--- src/rtl/aes_pkg.sv ---
// Shared types and constants for the AES round controller.
package aes_pkg;

    typedef enum logic [2:0] {
        IDLE,
        INIT,
        ROUND,
        FINAL,
        DONE
    } state_e;

    localparam logic MODE_ENC = 1'b0;
    localparam logic MODE_DEC = 1'b1;

    localparam int NR_128    = 10;
    localparam int NR_192    = 12;
    localparam int NR_256    = 14;
    localparam int KEY_IDX_W = 4;

endpackage

--- src/rtl/aes_round_counter.sv ---
// Round counter: synchronous clear, enable-gated increment, terminal count at NR-1.
module aes_round_counter
    import aes_pkg::*;
#(
    parameter int NR = NR_128
) (
    input  logic                 clk,
    input  logic                 rst,
    input  logic                 clr,
    input  logic                 en,
    output logic [KEY_IDX_W-1:0] cnt_q,
    output logic                 tc
);

    localparam logic [KEY_IDX_W-1:0] NR_M1 = KEY_IDX_W'(NR - 1);

    logic [KEY_IDX_W-1:0] cnt_d;

    always_comb begin
        cnt_d = cnt_q;
        if (clr) begin
            cnt_d = '0;
        end else if (en) begin
            cnt_d = cnt_q + 1'b1;
        end
    end

    // tc flags the last middle round, so the next step lands on FINAL
    always_comb begin
        tc = (cnt_q == NR_M1);
    end

    always_ff @(posedge clk or posedge rst) begin
        if (rst) begin
            cnt_q <= '0;
        end else begin
            cnt_q <= cnt_d;
        end
    end

endmodule

--- src/rtl/aes_round_sequencer.sv ---
// AES round controller: sequences INIT, NR-1 middle rounds and FINAL from one Start,
// producing key indices, direction enables, phase strobes and a Done pulse.
module aes_round_sequencer
    import aes_pkg::*;
#(
    parameter int NR = NR_128
) (
    input  logic       Clk,
    input  logic       Rst,
    input  logic       Start,
    input  logic       Mode,
    input  logic       Hold,
    output logic       EncEn,
    output logic       DecEn,
    output logic [3:0] SelKeyEnc,
    output logic [3:0] SelKeyDec,
    output logic       RoundFirst,
    output logic       RoundLast,
    output logic       Busy,
    output logic       Done
);

    if (!(NR == NR_128 || NR == NR_192 || NR == NR_256)) begin : g_bad_nr
        $fatal(1, "aes_round_sequencer: NR must be 10, 12 or 14");
    end

    localparam logic [KEY_IDX_W-1:0] NR_W = KEY_IDX_W'(NR);

    state_e               state_q, state_d;
    logic                 mode_q, mode_d;
    logic                 cnt_clr, cnt_en, cnt_tc;
    logic [KEY_IDX_W-1:0] cnt_q;
    logic                 accept;

    aes_round_counter #(.NR(NR)) u_round_counter (
        .clk   (Clk),
        .rst   (Rst),
        .clr   (cnt_clr),
        .en    (cnt_en),
        .cnt_q (cnt_q),
        .tc    (cnt_tc)
    );

    always_comb begin
        state_d = state_q;
        mode_d  = mode_q;
        cnt_clr = 1'b0;
        cnt_en  = 1'b0;
        accept  = Start && (state_q == IDLE || state_q == DONE);
        if (accept) begin
            mode_d  = Mode;
            cnt_clr = 1'b1;
        end
        case (state_q)
            IDLE:  if (accept) state_d = INIT;
            INIT: begin
                cnt_en = !Hold;
                if (!Hold) state_d = ROUND;
            end
            ROUND: begin
                cnt_en = !Hold;
                if (!Hold && cnt_tc) state_d = FINAL;
            end
            // Counter parks at NR through FINAL; it is cleared on the next Start
            FINAL: if (!Hold) state_d = DONE;
            DONE:  state_d = accept ? INIT : IDLE;
            default: state_d = IDLE;
        endcase
    end

    always_ff @(posedge Clk or posedge Rst) begin
        if (Rst) begin
            state_q <= IDLE;
            mode_q  <= MODE_ENC;
        end else begin
            state_q <= state_d;
            mode_q  <= mode_d;
        end
    end

    // Outputs decode only registered state, so Hold/Start never reach them combinationally
    always_comb begin
        Busy       = (state_q == INIT) || (state_q == ROUND) || (state_q == FINAL);
        RoundFirst = (state_q == INIT);
        RoundLast  = (state_q == FINAL);
        Done       = (state_q == DONE);
        EncEn      = Busy && (mode_q == MODE_ENC);
        DecEn      = Busy && (mode_q == MODE_DEC);
        SelKeyEnc  = '0;
        SelKeyDec  = '0;
        if (Busy) begin
            SelKeyEnc = cnt_q;
            SelKeyDec = NR_W - cnt_q;
        end
    end

endmodule

--- config.mk ---
export PLATFORM = sky130hd
export DESIGN_NAME = aes_round_sequencer
export DESIGN_NICKNAME = d
export VERILOG_FILES = /design/src/rtl/aes_pkg.sv /design/src/rtl/aes_round_counter.sv /design/src/rtl/aes_round_sequencer.sv
export SDC_FILE = /design/constraint.sdc
export NUM_CORES = 1
export LEC_CHECK = 0
export BUFFER_PORTS_ARGS = -buffer_cell sky130_fd_sc_hd__buf_2
export CORE_AREA = 2 2 39 41
export DETAILED_ROUTE_END_ITERATION = 10
export DIE_AREA = 0 0 41 43
export PLACE_DENSITY = 0.8
export SYNTH_ARGS = -nofsm -noshare
export SYNTH_HDL_FRONTEND = slang
export SYNTH_SLANG_ARGS = --single-unit
--- constraint.sdc ---
create_clock -name Clk -period 2.1 [get_ports Clk]
set_input_delay 0.525 -clock Clk [delete_from_list [all_inputs] [get_ports Clk]]
set_output_delay 0.525 -clock Clk [all_outputs]
set_load 0.1 [all_outputs]
# Word-level counts from Yosys, hierarchy flattened
# Index checks and enable logic that the tools add are counted.
word_totals:
  ff_bits: 8
  latchBits: 0
  ramBits: 0
  word_cells: 39
  mem_count: 0
  out_inout_bits: 14
  romBits: 0
op_classes:
  n_mux: 12
  n_mul: 0
  div_mod_pow: 0
  eq_ne: 9
  bitwise_logic: 1
  addsub: 2
  n_lt_le_gt_ge: 0
  n_reduce_logical: 12
  shift: 0
op_table:
  columns: ["cell", "count"]
  rows:
  - ["4-bit two-way mux", 4]
  - ["3-bit one-hot mux with 5 select lines", 1]
  - ["3-bit two-way mux", 4]
  - ["2-bit != test (second input constant)", 4]
  - ["3-bit by 2-bit == test with 1-bit output (second input constant)", 2]
  - ["4-bit by 1-bit adder with 4-bit output (second input constant)", 1]
  - ["4-bit == test (second input constant)", 1]
  - ["1-bit logical AND", 4]
  - ["4-bit AND reduction", 1]
  - ["4-bit subtractor (first input constant)", 1]
  - ["3-bit by 1-bit == test with 1-bit output (second input constant)", 1]
  - ["3-bit == test (second input constant)", 1]
  - ["3-bit logical NOT", 1]
  - ["1-bit logical OR", 3]
  - ["1-bit two-way mux", 3]
  - ["2-bit nonzero test", 1]
  - ["2-bit OR reduction", 1]
  - ["1-bit logical NOT", 1]
  - ["1-bit NOT", 1]

# Logic depth before layout (Yosys ltp)
# Gate-level depths: netlist of the first run.
logic_depth:
  depth_word: 5
  ltp_mapped: 5
  ltp_nobuf: 5

# By module
# From an unflattened synthesis of the first run, not the netlist that was laid out.
hier_totals:
  hier_cells: 59
  area_unflattened_um2: 550.5
modules_own_cells:
  columns: ["mod", "seq_area_each_um2", "cells_each", "area_each_um2", "instances"]
  rows:
  - ["aes_round_sequencer", 100.1, 39, 331.6, 1]
  - ["aes_round_counter", 100.1, 20, 219.0, 1]

# Worst setup path before layout of the first run
# Ideal clock, no wire load.
synth_path:
  path_type: "register to output"
  start: "register state_q[1]"
  end: "output SelKeyEnc[0]"
  slack_ps: -1681
  arrival_ps: 3256
  stages_incl_launch_ff: 6
  required_time_ps: 1575
  cell_sequence: "dfrtp_1 buf_4 nor2_1 nor2_1 and2_1 buf_4"
synth_via:
  elab_chain_len: 4
  elab_cells_between_ends: 6
synth_lines:
  columns: ["item", "line", "rtl"]
  rows:
  - ["from (decl)", "aes_round_sequencer.sv:29", "state_e state_q, state_d;"]
  - ["from (signal assigned)", "aes_round_sequencer.sv:76", "state_q <= state_d;"]
  - ["3-bit by 1-bit == test with 1-bit output or 3-bit by 2-bit == test with 1-bit output (tied branches)", "aes_round_sequencer.sv:83", "Busy = (state_q == INIT) || (state_q == ROUND) || (state_q == FINAL);"]
  - ["1-bit logical OR", "aes_round_sequencer.sv:83", null]
  - ["1-bit logical OR *", "aes_round_sequencer.sv:83", null]
  - ["via Busy", "aes_round_sequencer.sv:19", "output logic Busy,"]
  - ["4-bit two-way mux *", "aes_round_sequencer.sv:91", "if (Busy) begin"]
  - ["to (decl)", "aes_round_sequencer.sv:15", "output logic [3:0] SelKeyEnc,"]
# Mark *: on every way through the listed nets, which the timed path passes. The rest lies on a longest branch.

# Final worst setup path of the first run
layout_path:
  start: "register state_q[2]"
  end: "output RoundFirst"
layout_via:
  elab_chain_len: 1
layout_lines:
  columns: ["item", "line", "rtl"]
  rows:
  - ["3-bit by 1-bit == test with 1-bit output", "aes_round_sequencer.sv:84", "RoundFirst = (state_q == INIT);"]
  - ["to (decl)", "aes_round_sequencer.sv:17", "output logic RoundFirst,"]
# Every way passes these cells.

==> key figures, run 1 <==
Status
  • Outcome: completed

Place
  • Routability cong.: 0.825
  • Input/output buffers: 18
  • Placed Cells incl. Taps: 94

Global routing
  • Number of global-route vias before repair: 483
  • Antenna violations before repair: 0
  • Grt ovf: 0
  • First-pass GRT wire length: 2100 um
  • Tot GR Track Use: 18.0%
  • Pin count of the biggest net entering global routing: 15

Final layout
  • Post-layout nets: 91
  • # diodes: 0
  • Non-filler cells, final: 97
  • Most frequent cells in the layout: buf_12 (10), dfrtp_1 (8), buf_2 (7)
  • P&R area growth vs syn: 57.1%
  • Share of cells above drive strength 1: 46.9%
  • Commonest non-fill, non-tap cell in the layout: buf_12

CTS
  • Hold_buf cts: 0
  • Sink Count: 8
  • Clock root buffer: clkbuf_4
  • CTS tree: built
  • Number of CTS-inserted buffers: 3
  • CTS Buffer Depth: 2
  • Clock latency at the later pin of the worst-skew pair: 0.25 ns
  • Clock slew at reported path FFs: 0.05 ns
  • H-tree levels: 1

Timing
  • Final cycle utilization of the critical path: 98.5%
  • Final setup viols: 0
  • Fin crit period: 2.07 ns
  • Final Skew: 0.00116 ns
  • Slew Limit Fails: 0
  • Max-slew headroom: 63.5%
  • Final hold violations: 0
  • Worst slew pin tran: 0.547 ns
  • Maximum clock rate: 483 MHz

Detailed routing
  • Via count: 529
  • Routed length per placed instance: 14.1 um
  • Vias per inst: 5.45
  • Final WL: 1370 um
  • Post-route DRC: 0
  • First-pass iteration count of the detailed router: 4
  • Routed length on met2: 743 um
  • Post-route ant nets: 0
  • Top layer in use: met4
  • Routed metal-1 wirelength: 528 um
  • Metal3 WL: 80 um
  • First DRT Iteration DRCs: 9

Yosys
  • Cell Area, Synth: 574 um2
  • Unique masters post-synth: 27
  • Yosys warns: 0
  • Gate Count Post-Synth: 62
  • Syn Area/Cell: 9.26 um2
  • FF+latch count, synth: 8
  • Syn Nets: 70
  • Sequential element share of the synthesized area: 34.9%

Critical path
  • Worst setup path class: reg -> out
  • Crit-path max FO: 14
  • CP Capture Type: primary output
  • CP max-delay cell: dfrtp_1
  • Crit-path cells: nor3b_4 -> buf_2
  • Largest stage delay, worst path: 0.57 ns
  • Crit path buf inv count: 1
  • Critical Path Source Type: flip-flop
  • Req. time, crit path: 1.57 ns
  • Worst path arrival time: 1.54 ns
  • Cell family with most CP delay: flip-flops

Floorplanning
  • Core area: 1380 um2
  • IO Pins: 19
  • Die Area: 1760 um2
  • Initial Utilization: 41.5%
  • Number of cell rows: 14
  • Die X: 41 um
  • Die H: 43 um

Worst hold path
  • Worst min path class: in -> async

Run
  • Max Cap Viol: 0
registers in the layout, summed over array words and instances, names as in the netlist:
signal	flops
u_round_counter.cnt_q	4
mode_q	1
state_q	3
final timing paths:
kind	start	to	slack, ns	cells past startpoint
worst max-delay path	state_q[2]	RoundFirst	0.03	2
worst min-delay path	Rst	u_round_counter.cnt_q[3]	0.22	2
worst max register to register	state_q[2]	u_round_counter.cnt_q[0]	0.59	3
worst min register to register	u_round_counter.cnt_q[3]	u_round_counter.cnt_q[3]	0.58	1
max in group asynchronous	Rst	mode_q	1.64	2
min in group Clk	Mode	mode_q	0.51	2
per-stage QoR:
step           setup slack, ns  area (um2)   TNS, ns  hold slack [ns]  utilization, %
2_1_floorplan           -0.365         627     -1.89            0.341               -
3_3_place_gp             0.341         872         0            0.477            63.0
3_5_place_dp             0.314         872         0            0.488            63.0
4_1_cts                 0.0338         895         0            0.215            64.6
5_1_grt               -0.00461         902  -0.00461            0.234            65.2
6_report                0.0315         902         0            0.219            65.2
cells in the mapped netlist:
cell type / count / area share (%)
a21oi_1: 3 / 2.6
a311oi_1: 1 / 1.5
and2_1: 7 / 7.6
and3b_1: 1 / 1.5
and4bb_2: 1 / 2.2
buf_4: 2 / 2.6
buf_6: 1 / 2.0
clkbuf_1: 1 / 0.65
dfrtp_1: 8 / 35
ha_1: 3 / 6.5
inv_1: 2 / 1.3
mux2_4: 1 / 2.6
mux2i_1: 2 / 3.5
nand2_1: 2 / 1.3
nand3_1: 4 / 3.5
nand3b_1: 1 / 1.3
nor2_1: 5 / 3.3
nor2b_1: 1 / 1.1
nor3_1: 5 / 4.4
nor3b_1: 1 / 1.3
nor4bb_1: 1 / 1.7
o21ai_0: 1 / 0.87
or2_1: 1 / 1.1
or3_1: 1 / 1.1
or3b_4: 1 / 2.0
xnor2_1: 4 / 6.1
xor2_1: 1 / 1.5
metal layers:
| layer | vias to the layer above | global-route usage (%) |
|---|---|---|
| li1 | 249 | - |
| met1 | 251 | 22.0 |
| met2 | 27 | 27.2 |
| met3 | 2 | 4.71 |
| met4 | 0 | 10.0 |
| met5 | - | 0 |
repair_timing:
action                     CTS  global route
resized for setup            0             2
setup endpoints to repair    0             2
buffers inserted             0             0
cells by family (layout without fill, tap and decap cells):
logic type	Yosys count	after routing	synth area share [%]
buffers and inverters	6	25	6.53
and+or+nand+nor	32	32	33.3
AOI/OAI and AO/OA	5	5	5.01
xor gates and xnor gates	5	5	7.62
muxes	3	3	6.10
DFF	8	8	34.9
adders and majority gates	3	3	6.54
cell type report:
cell class / count / area [um2]
inverters: 2 / 7.51
repair buffers: 20 / 258
well taps: 16 / 20.0
multi-input cells: 48 / 394
fillers: 111 / 482
flip-flops and latches: 8 / 200
clock buffers: 3 / 22.5
Power of run 1 is not shown: default switching activity piles up to over one toggle a cycle in this logic, so the estimate is an artifact.
==> inputs of run 2 (changes only) <==
--- a/config.mk
+++ b/config.mk
@@ -5,11 +5,12 @@
 export SDC_FILE = /design/constraint.sdc
 export NUM_CORES = 1
 export LEC_CHECK = 0
+export ABC_AREA = 1
 export BUFFER_PORTS_ARGS = -buffer_cell sky130_fd_sc_hd__buf_2
 export CORE_AREA = 2 2 39 41
 export DETAILED_ROUTE_END_ITERATION = 10
 export DIE_AREA = 0 0 41 43
-export PLACE_DENSITY = 0.8
+export PLACE_DENSITY = 0.83
 export SYNTH_ARGS = -nofsm -noshare
 export SYNTH_HDL_FRONTEND = slang
 export SYNTH_SLANG_ARGS = --single-unit
==> run 2 against run 1 <==
Synthesized cell count rose by 44%. Via count rose by 12%. Worst setup slack better by 0.083 ns. First-iteration DRC count did not move. Routed wire length shrank 8.1%. Largest cell class unchanged. Die area stayed put. Critical endpoint is now SelKeyEnc[1]. Fmax rose by 4.2%. Count of clock-buffer cells in the layout unchanged.
==> key figures, run 2 <==
Critical path
  • Worst path arrival time: 1.46 ns
  • Critical Path Source Type: flip-flop
  • Worst Setup SP: state_q[0]
  • Reg2Reg Setup Slack: 0.90 ns
  • R2R Path Start: state_q[0]
  • Worst setup path class: reg -> out
  • CP max-delay cell: dfrtp_1
  • Worst-case reg-to-reg path depth: 6
  • Largest stage delay, worst path: 0.45 ns
  • Crit-path cells: inv_1 -> nand2_2 -> nand2_4 -> nor2_1 -> clkbuf_4
  • CP Capture Type: primary output
  • Crit-path max FO: 10
  • Req. time, crit path: 1.57 ns
  • R2r endpoint: u_round_counter.cnt_q[3]

CTS
  • H-tree levels: 1
  • Hold_buf cts: 0
  • Sink Count: 8
  • Clock slew at reported path FFs: 0.06 ns
  • CTS tree: built
  • CTS Buffer Depth: 2
  • Clock root buffer: clkbuf_4
  • Number of CTS-inserted buffers: 3
  • Clock latency at the later pin of the worst-skew pair: 0.26 ns

Timing
  • Maximum clock rate: 504 MHz
  • Slew Limit Fails: 0
  • Max-slew headroom: 68.0%
  • Final WS setup: 0.114 ns
  • Final setup viols: 0
  • Final hold violations: 0
  • Final cycle utilization of the critical path: 94.6%
  • Fin crit period: 1.99 ns
  • RSZ-0062 raised after global routing: false
  • Final Skew: 0.00797 ns
  • Setup TNS: 0 ns
  • Worst slew pin tran: 0.484 ns
  • Hold WS: 0.207 ns

Final layout
  • Max reg flops: 4
  • Register area: 201 um2
  • # diodes: 0
  • P&R area growth vs syn: 35.3%
  • Reg with most FFs: u_round_counter.cnt_q
  • Share of cells above drive strength 1: 37.0%
  • Area occupied by multi-input gates: 368 um2
  • Top flop regs: u_round_counter.cnt_q (4), state_q (3), mode_q (1)
  • Post-route design area: 825 um2
  • Commonest non-fill, non-tap cell in the layout: nand2_1
  • Most frequent cells in the layout: nand2_1 (15), inv_1 (14), nor2_1 (11)
  • Fill cell count: 137
  • Post-layout nets: 118

Yosys
  • Syn Area/Cell: 6.85 um2
  • Top cell type's share of synthesized area: 32.9%
  • Area leader, netlist: dfrtp_1
  • Gate Count Post-Synth: 89
  • Top cells by area, synth: dfrtp_1 (33%), nand2_1 (9.2%), nor2_1 (9.2%), inv_1 (8.6%), nand3_1 (6.6%)
  • Synth top cells by count: nand2_1 (15), nor2_1 (15), inv_1 (14)
  • EDFF count, synth: 0
  • Synth async-reset ratio: 100%
  • Cell Area, Synth: 609 um2
  • Main synth FF type: dfrtp_1
  • Unique masters post-synth: 20
  • Yosys warns: 0
  • Syn Nets: 97
  • FF+latch count, synth: 8
  • Sequential element share of the synthesized area: 32.9%

Detailed routing
  • Post-route ant nets: 0
  • First-pass iteration count of the detailed router: 2
  • Routed length per placed instance: 10.1 um
  • Post-route DRC: 0
  • Via count: 595
  • First DRT Iteration DRCs: 9
  • Vias per inst: 4.80
  • Final WL: 1260 um

Floorplanning
  • IO Pins: 19
  • Die Area: 1760 um2
  • Die X: 41 um
  • Die H: 43 um
  • Initial Utilization: 44.0%
  • Core area: 1380 um2
  • Number of cell rows: 14

Global routing
  • Grt ovf: 0
  • Tot GR Track Use: 18.1%
  • First-pass GRT wire length: 2190 um
  • Pin count of the biggest net entering global routing: 11
  • Antenna violations before repair: 0
  • Number of global-route vias before repair: 538

Run
  • Max Cap Viol: 0

Place
  • Input/output buffers: 18
  • Hpwl dp: 1000 um
  • DP Area: 783 um2
  • Routability cong.: 0.811
  • Dpl ws: 0.304 ns

Status
  • Outcome: completed

Worst hold path
  • Worst min path class: in -> async
run 2: worst max-delay path by stage:
stage,end,slack [ns],depth (start not counted)
floorplan,DecEn,-0.37,4
global placement,SelKeyEnc[1],0.32,5
detailed placement,SelKeyDec[0],0.30,5
CTS,SelKeyDec[0],0.02,5
global route,SelKeyEnc[3],0.004,5
finish,SelKeyEnc[1],0.11,5
run 2: stage by stage:
| stage | utilization [%] | cells |
|---|---|---|
| floorplan | - | 89 |
| CTS | 58.2 | 124 |
| detailed placement | 56.6 | 121 |
| global placement | 56.6 | 121 |
| finish | 59.6 | 124 |
| global route | 59.6 | 124 |
run 2: per-layer routing:
metal  vias to the layer above  track usage [%]  share of wire [%]
li1                        309                -                  -
met1                       272             23.6                 45
met2                        12             26.3                 49
met3                         2             3.14                4.2
met4                         0             11.3                1.9
met5                         -                0                  0
run 2: cell families after synthesis:
family	Yosys count	share of synthesized area [%]
AOI/OAI and AO/OA	7	5.75
xor gates and xnor gates	2	2.88
adders and majority gates	3	6.16
buffers and inverters	18	11.9
DFF	8	32.9
and+or+nand+nor	51	40.5
run 2: repair_timing:
action                                  in CTS  in global routing
buffers inserted                             0                  0
gates resized for setup                      0                 13
endpoints found under the setup margin       0                  8
run 2: critical path: cells and delay by family (launching register included):
family	cells	cell delay [ns]
flip-flops	1	0.45
buffers and inverters	2	0.44
AND/OR/NAND/NOR	3	0.31
run 2: layout make-up:
type	instances	area share (%)
multi-input cells	63	44.6
flip-flops and latches	8	24.4
clock buffers	3	2.73
well taps	16	2.43
inverters	16	7.28
repair buffers	18	18.5
Power of run 2 is left out for the same reason.
==> inputs of run 3 (changes only) <==
--- a/config.mk
+++ b/config.mk
@@ -7,10 +7,9 @@
 export LEC_CHECK = 0
 export ABC_AREA = 1
 export BUFFER_PORTS_ARGS = -buffer_cell sky130_fd_sc_hd__buf_2
-export CORE_AREA = 2 2 39 41
+export CORE_UTILIZATION = 45
 export DETAILED_ROUTE_END_ITERATION = 10
-export DIE_AREA = 0 0 41 43
-export PLACE_DENSITY = 0.83
+export PLACE_DENSITY = 0.82
 export SYNTH_ARGS = -nofsm -noshare
 export SYNTH_HDL_FRONTEND = slang
 export SYNTH_SLANG_ARGS = --single-unit
==> run 3 against run 2 <==
Non-clock buffer count did not move. Largest cell class unchanged. Die area fell by 15%. First-iteration DRC count rose by 89%. Worst hold slack improved by 0.0044 ns. Clock skew fell by 0.0061 ns. Final area fell by 1.1%. Final cell count fell by 1.6%. Via count rose by 1.2%. Worst setup slack got worse by 0.094 ns. Critical path depth did not move. Critical endpoint is now SelKeyEnc[0].
==> key figures, run 3 (synthesis gave the netlist of run 2 again) <==
Status
  • Outcome: completed

Timing
  • Worst slew pin tran: 0.491 ns
  • RSZ-0062 raised after global routing: true
  • Fin crit period: 2.08 ns
  • Final setup viols: 0
  • Final hold violations: 0
  • Max-slew headroom: 67.5%
  • Hold WS: 0.212 ns
  • Maximum clock rate: 481 MHz
  • Slew Limit Fails: 0
  • Final Skew: 0.00187 ns
  • Final cycle utilization of the critical path: 99.0%
  • Setup TNS: 0 ns

Floorplanning
  • Die H: 38.8 um
  • Initial Utilization: 51.4%
  • Die Area: 1510 um2
  • IO Pins: 19
  • Die X: 38.8 um
  • Number of cell rows: 12
  • Core area: 1190 um2

CTS
  • Clock slew at reported path FFs: 0.06 ns
  • CTS tree: built
  • CTS Buffer Depth: 2
  • # Post-CTS Setup Buffers: 0
  • H-tree levels: 1
  • Clock root buffer: clkbuf_4
  • Post-CTS sizing: 0
  • Sink Count: 8
  • Hold_buf cts: 0
  • Number of CTS-inserted buffers: 3
  • Clock latency at the later pin of the worst-skew pair: 0.26 ns

Final layout
  • # diodes: 0
  • Max reg flops: 4
  • P&R area growth vs syn: 33.9%
  • Share of cells above drive strength 1: 36.1%
  • Non-filler cells, final: 122
  • Reg with most FFs: u_round_counter.cnt_q
  • Most frequent cells in the layout: nand2_1 (15), inv_1 (14), nor2_1 (11)
  • Post-layout nets: 118
  • Top flop regs: u_round_counter.cnt_q (4), state_q (3), mode_q (1)
  • Commonest non-fill, non-tap cell in the layout: nand2_1

Worst hold path
  • Worst min path class: in -> async

Place
  • Placed Cells incl. Taps: 119
  • Hpwl dp: 979 um
  • Routability cong.: 0.900
  • Input/output buffers: 18

Detailed routing
  • Vias per inst: 4.93
  • Post-route ant nets: 0
  • First-pass iteration count of the detailed router: 4
  • Routed length per placed instance: 10.4 um
  • First DRT Iteration DRCs: 17
  • Post-route DRC: 0
  • Final WL: 1260 um
  • Via count: 602

Global routing
  • Pin count of the biggest net entering global routing: 11
  • Grt ovf: 0
  • Number of global-route vias before repair: 505
  • Tot GR Track Use: 20.8%
  • Antenna violations before repair: 0
  • First-pass GRT wire length: 2130 um

Critical path
  • Critical Path Source Type: flip-flop
  • CP Capture Type: primary output
  • Worst setup path class: reg -> out
  • Crit-path max FO: 10
  • Worst path arrival time: 1.55 ns
  • Worst-case reg-to-reg path depth: 7
  • Req. time, crit path: 1.57 ns
  • Worst Setup SP: state_q[1]
  • R2R Path Start: u_round_counter.cnt_q[1]

Run
  • Max Cap Viol: 0
## run 3: cell types whose count changed in the layout (fill, tap and decap cells not counted)
| cell | previous run | this run |
|---|---|---|
| buf_2 | 8 | 10 |
| buf_4 | 5 | 0 |
| clkbuf_4 | 5 | 8 |
| dfrtp_1 | 7 | 8 |
| dfrtp_2 | 1 | 0 |
## run 3: routing by layer
layer | global-route usage [%] | wire [um]
met5 | 0 | 0
met4 | 10.3 | 11
met3 | 3.47 | 65
met2 | 32.9 | 639
met1 | 27.1 | 548
## run 3: layout make-up
class,instances,area [um2]
Sequential cell,8,200
Fill cell,100,370
Multi-Input combinational cell,63,368
Inverter,16,60.1
Clock buffer,3,22.5
Tap cell,14,17.5
Timing Repair Buffer,18,148
## run 3: worst paths after layout
| path | endpoint | slack [ns] |
|---|---|---|
| max | SelKeyEnc[0] | 0.02 |
| min | u_round_counter.cnt_q[1] | 0.21 |
| max in group asynchronous | mode_q | 1.64 |
| min in group Clk | mode_q | 0.48 |
| min reg2reg | mode_q | 0.56 |
| max reg2reg | state_q[1] | 0.91 |
## run 3: metrics by stage
stage / util, % / setup WS [ns] / area (um2)
global placement: 65.8 / 0.329 / 781
detailed placement: 65.8 / 0.299 / 781
CTS: 67.7 / 0.00831 / 803
finish: 68.8 / 0.0204 / 816
global route: 68.8 / -0.0771 / 816
floorplan: - / -0.371 / 641
## run 3: critical path, cell delays in order, from the launching register on
cell and delay, ns:
dfrtp_1 0.45, inv_1 0.10, nand2_2 0.10, nand2_4 0.11, nor2_2 0.11, buf_2 0.43
Power of run 3 is left out for the same reason.
